[src/rtl/race_outcome_monitor.sv]
// Race outcome monitor: synchronises two event lines, decides which rose first
// (or a tie / timeout) per armed trial, and keeps saturating outcome counters.
module race_outcome_monitor #(
    parameter int unsigned LAT_W   = 8,
    parameter int unsigned CNT_W   = 16,
    parameter int unsigned TIMEOUT = 200
) (
    input  logic             clk,
    input  logic             rst,
    input  logic             start,
    input  logic             bit0,
    input  logic             bit1,
    input  logic             clr_counts,
    output logic             busy,
    output logic             res_valid,
    input  logic             res_ready,
    output logic [1:0]       res_winner,
    output logic [LAT_W-1:0] res_latency,
    output logic [CNT_W-1:0] cnt0,
    output logic [CNT_W-1:0] cnt1,
    output logic [CNT_W-1:0] cnt_tie,
    output logic [CNT_W-1:0] cnt_timeout
);

    typedef enum logic [1:0] {
        IDLE   = 2'd0,
        ARMED  = 2'd1,
        RESULT = 2'd2
    } state_t;

    state_t           state_q, state_d;
    logic [1:0]       sync0_q, sync1_q;
    logic             prev0_q, prev1_q;
    logic             rise0_q, rise1_q;
    logic [LAT_W-1:0] lat_q, lat_d;
    logic [1:0]       win_q, win_d;
    logic [LAT_W-1:0] rlat_q, rlat_d;
    logic             busy_q, busy_d;
    logic             valid_q, valid_d;
    logic             done;
    logic [CNT_W-1:0] cnt0_q, cnt1_q, cnt_tie_q, cnt_to_q;
    logic [CNT_W-1:0] cnt0_d, cnt1_d, cnt_tie_d, cnt_to_d;

    // Edge detectors run in every state; the rise flag is registered so an
    // input edge before clock N is seen in the cycle after edge N+2.
    always_ff @(posedge clk) begin
        if (rst) begin
            sync0_q <= '0;
            sync1_q <= '0;
            prev0_q <= 1'b0;
            prev1_q <= 1'b0;
            rise0_q <= 1'b0;
            rise1_q <= 1'b0;
        end else begin
            sync0_q <= {sync0_q[0], bit0};
            sync1_q <= {sync1_q[0], bit1};
            prev0_q <= sync0_q[1];
            prev1_q <= sync1_q[1];
            rise0_q <= sync0_q[1] & ~prev0_q;
            rise1_q <= sync1_q[1] & ~prev1_q;
        end
    end

    // State register and result/latency datapath
    always_ff @(posedge clk) begin
        if (rst) begin
            state_q <= IDLE;
            lat_q   <= '0;
            win_q   <= '0;
            rlat_q  <= '0;
            busy_q  <= 1'b0;
            valid_q <= 1'b0;
        end else begin
            state_q <= state_d;
            lat_q   <= lat_d;
            win_q   <= win_d;
            rlat_q  <= rlat_d;
            busy_q  <= busy_d;
            valid_q <= valid_d;
        end
    end

    // Next-state logic
    always_comb begin
        state_d = state_q;
        lat_d   = lat_q;
        win_d   = win_q;
        rlat_d  = rlat_q;
        done    = 1'b0;
        unique case (state_q)
            IDLE: begin
                if (start) begin
                    state_d = ARMED;
                    lat_d   = '0;
                end
            end
            ARMED: begin
                // An event on the timeout cycle takes precedence over the timeout.
                if (rise0_q || rise1_q || (lat_q == LAT_W'(TIMEOUT))) begin
                    done    = 1'b1;
                    win_d   = {rise1_q, rise0_q};
                    rlat_d  = lat_q;
                    state_d = RESULT;
                end else begin
                    lat_d = lat_q + 1'b1;
                end
            end
            RESULT: begin
                if (res_ready) begin
                    state_d = IDLE;
                end
            end
            default: state_d = IDLE;
        endcase
    end

    // Output logic: registered status flags and outcome counter updates
    always_comb begin
        busy_d    = (state_d != IDLE);
        valid_d   = (state_d == RESULT);
        cnt0_d    = cnt0_q;
        cnt1_d    = cnt1_q;
        cnt_tie_d = cnt_tie_q;
        cnt_to_d  = cnt_to_q;
        if (clr_counts) begin
            cnt0_d    = '0;
            cnt1_d    = '0;
            cnt_tie_d = '0;
            cnt_to_d  = '0;
        end else if (done) begin
            unique case (win_d)
                2'b01:   if (cnt0_q != '1)    cnt0_d    = cnt0_q + 1'b1;
                2'b10:   if (cnt1_q != '1)    cnt1_d    = cnt1_q + 1'b1;
                2'b11:   if (cnt_tie_q != '1) cnt_tie_d = cnt_tie_q + 1'b1;
                default: if (cnt_to_q != '1)  cnt_to_d  = cnt_to_q + 1'b1;
            endcase
        end
    end

    always_ff @(posedge clk) begin
        if (rst) begin
            cnt0_q    <= '0;
            cnt1_q    <= '0;
            cnt_tie_q <= '0;
            cnt_to_q  <= '0;
        end else begin
            cnt0_q    <= cnt0_d;
            cnt1_q    <= cnt1_d;
            cnt_tie_q <= cnt_tie_d;
            cnt_to_q  <= cnt_to_d;
        end
    end

    assign busy        = busy_q;
    assign res_valid   = valid_q;
    assign res_winner  = win_q;
    assign res_latency = rlat_q;
    assign cnt0        = cnt0_q;
    assign cnt1        = cnt1_q;
    assign cnt_tie     = cnt_tie_q;
    assign cnt_timeout = cnt_to_q;

endmodule
[config.mk]
export PLATFORM = sky130hd
export DESIGN_NAME = race_outcome_monitor
export DESIGN_NICKNAME = d
export VERILOG_FILES = /design/src/rtl/race_outcome_monitor.sv
export SDC_FILE = /design/constraint.sdc
export NUM_CORES = 1
export LEC_CHECK = 0
export BUFFER_PORTS_ARGS = -buffer_cell sky130_fd_sc_hd__buf_2
export CAP_MARGIN = 5
export CORE_MARGIN = 5
export CORE_UTILIZATION = 30
export DETAILED_ROUTE_END_ITERATION = 7
export GPL_ROUTABILITY_DRIVEN = 1
export GPL_TIMING_DRIVEN = 0
export PLACE_DENSITY = 0.6
export RECOVER_POWER = 100
export SETUP_SLACK_MARGIN = 0.05
export SYNTH_ARGS = -nofsm -noshare
export SYNTH_HDL_FRONTEND = slang
export SYNTH_SLANG_ARGS = --single-unit
[constraint.sdc]
create_clock -name clk -period 2.25 [get_ports clk]
set_input_delay 0.1125 -clock clk [delete_from_list [all_inputs] [get_ports clk]]
set_output_delay 0.1125 -clock clk [all_outputs]
set_load 0.05 [all_outputs]
==> results.json <==
{
  "status": "finished, final reports clean",
  "port_buffers": 82,
  "synthDistinctLibCells": 48,
  "track_usage_pct": 12.4,
  "postCtsSetupBuffers": 0,
  "hp-class": "in2reg",
  "synth.area.mux_share_pct": 2.59,
  "synth.area.top_cells": "dfxtp_1 44%, xnor2_1 7.6%, nor2_1 7.2%, xor2_1 4.3%, nor3_1 3.2%",
  "cts_tree": "built",
  "worstPathRequired_ps": 2450,
  "setup_violations": 0,
  "synth_xor_area_share_pct": 12.0,
  "dp.cells": 735,
  "cts_buffers": 9,
  "fp.dieArea_um2": 16600,
  "first_pass_iters": 5,
  "core_area_um2": 13900,
  "min_period_ps": 2090,
  "clock_sinks": 94,
  "vias_per_cell": 4.79,
  "synth_top_family_by_area": "simple AND/OR/NAND/NOR gates",
  "ys.warnings.count": 0,
  "ys_seq_elements": 94,
  "drc": 0,
  "async_flop_share_pct": 0,
  "antenna_found_initial": 0,
  "syn2layout_area_growth_pct": 21.2,
  "slew_violations": 0,
  "synth_nets": 486,
  "start_kind": "flop",
  "synthesis.area_um2": 4250,
  "synthSimpleGateAreaFrac_pct": 31.8,
  "critical_path_class": "reg2reg",
  "syn-instance-count": 473,
  "clk_pin_slew_ps": 70,
  "cp.arrival_ps": 2300,
  "ant_nets": 0,
  "synth_top_cell_area_share_pct": 44.3,
  "clockBufferDepth": 2,
  "synth_edf_count": 0,
  "endpoint_kind": "flop",
  "start_util_pct": 30.6,
  "clock_tree.root_cell": "clkbuf_16",
  "finClkSkew_ps": 6.70,
  "final-instance-count-excl-fill": 753,
  "layout_commonest_cell": "dfxtp_1",
  "post-route-util_pct": 37.1,
  "die_h_um": 129,
  "synth_compound_area_share_pct": 4.57,
  "h-tree-depth": 3,
  "synth.avg_cell_area_um2": 8.98,
  "fmaxAchievable_ghz": 0.477,
  "nNetsFinal": 581,
  "post_dp_cell_area_um2": 4880,
  "slew_headroom_pct": 54.3,
  "final-hold-violation-count": 0,
  "yosysSeqAreaShare_pct": 44.3,
  "critPathMaxFanout": 10,
  "drtIter0Drc": 193,
  "grt_start_max_net_pins": 17,
  "tightest_slew_ps": 680,
  "vias": 3604,
  "grt_setup_unrepaired": "true",
  "gr-total-overflow": 0,
  "grt_pass1_vias": 3427,
  "synth_fa_ha_area_share_pct": 1.77,
  "die_x_um": 129,
  "powerDensity_nw_per_um2": 666,
  "ir_drop_v": 0.000293,
  "rows": 43,
  "io_pins": 83,
  "routabilityCongestion": 0.820,
  "tns_ps": 0,
  "ys.flop_type": "dfxtp_1",
  "design_area_um2": 5140,
  "grt_pass1_wl_um": 16800,
  "clkLatencyLatePin_ps": 330,
  "hpwl_um": 7700,
  "antennaDiodeCount": 0,
  "finalCritPeriodShare_pct": 93.1,
  "wl_per_cell_um": 13.7,
  "max_cap_violations": 0,
  "layout-drive-gt1-share_pct": 7.68,
  "p_leak_nw": 1.69,
  "layout_common_cells": "93 x dfxtp_1, 88 x clkbuf_1, 81 x nor2_1",
  "routed_wl_um": 10300,
  "yosysTopAreaCell": "dfxtp_1"
}
==> registers in the layout, summed over array words and instances (netlist names) <==
register	count
busy	1
cnt0	16
cnt1	16
cnt_tie	16
cnt_timeout	16
lat_q	8
prev0_q	1
prev1_q	1
res_latency	8
res_valid	1
res_winner	2
rise0_q	1
rise1_q	1
state_q	2
sync0_q	2
sync1_q	2
==> cells in the mapped netlist, types with 3 or more instances <==
master / count
nor3_1: 27
and4_1: 8
dfxtp_1: 94
nand4_1: 21
or3_1: 6
nor3b_1: 8
or2_2: 3
and2_1: 4
xnor2_1: 37
nor4_1: 7
mux2i_1: 11
a211oi_1: 4
nand4b_1: 4
inv_1: 7
o211ai_1: 3
ha_1: 6
or4_1: 3
xor2_1: 21
clkbuf_1: 13
nor2b_1: 11
nand3_1: 22
nand2_1: 24
nor2_1: 81
a21oi_1: 9
and3_1: 4
o21ai_0: 7
==> layout make-up <==
class | count | area, um2
inverters | 7 | 26.3
well taps | 180 | 225
clock inverters | 7 | 95.1
fillers | 1443 | 8740
repair buffers | 84 | 335
flip-flops and latches | 94 | 1880
plain buffers | 20 | 103
clock buffers | 9 | 225
multi-input cells | 352 | 2250
==> what timing repair did <==
item	4_1_cts	5_1_grt
hold buffers	2	0
endpoints found under the setup margin	8	20
endpoints found under the hold margin	2	0
gates resized for setup	2	6
cloned	0	0
==> logic make-up (layout without fill, tap and decap cells) <==
group | Yosys count | after routing
flip-flops | 94 | 94
AO/OA/AOI/OAI | 31 | 31
AND/OR/NAND/NOR | 246 | 246
multiplexers | 11 | 11
adder cells (fa/ha/maj) | 6 | 6
buffers and inverters | 27 | 127
XOR/XNOR | 58 | 58
==> per-layer routing <==
| metal | GRT usage (%) | share of wire, % | vias up |
|---|---|---|---|
| li1 | - | - | 1848 |
| met1 | 15.7 | 47 | 1685 |
| met2 | 20.4 | 47 | 60 |
| met3 | 3.20 | 4.2 | 11 |
| met4 | 4.63 | 1.7 | 0 |
| met5 | 0 | 0 | - |
==> through the flow <==
stage | hold slack (ps) | power (W) | setup slack, ps
floorplan | 192 | 0.00180 | 94.2
global placement | 320 | 0.00183 | 93.0
detailed placement | 329 | 0.00183 | 25.4
CTS | 16.6 | 0.00348 | 105
global route | 33.6 | 0.00355 | 43.0
finish | 25.2 | 0.00342 | 156
==> critical path, stage by stage, from the launching register on <==
cell      delay, ps
dfxtp_1         300
clkbuf_2        190
nor4b_4         610
nand4_4         230
nor4b_2         380
xnor2_1         170
nor2_1           70
==> report_power, final <==
part	internal (W)	switching, W	leakage [nW]	total [W]
clock network	0.000978	0.000651	0.156	0.00163
logic	0.0000375	0.0000766	0.771	0.000114
registers	0.00168	0.00000589	0.759	0.00168
==> path summary, 6_finish.rpt <==
path	from	to	slack, ps	cells past startpoint
worst max-delay path	rise0_q	cnt_timeout[12]	160	6
worst min-delay path	rst	prev1_q	30	2
worst max register to register	rise0_q	cnt_timeout[12]	160	6
worst min register to register	prev0_q	rise0_q	380	1
No activity file was read; power rests on OpenSTA's default activity.
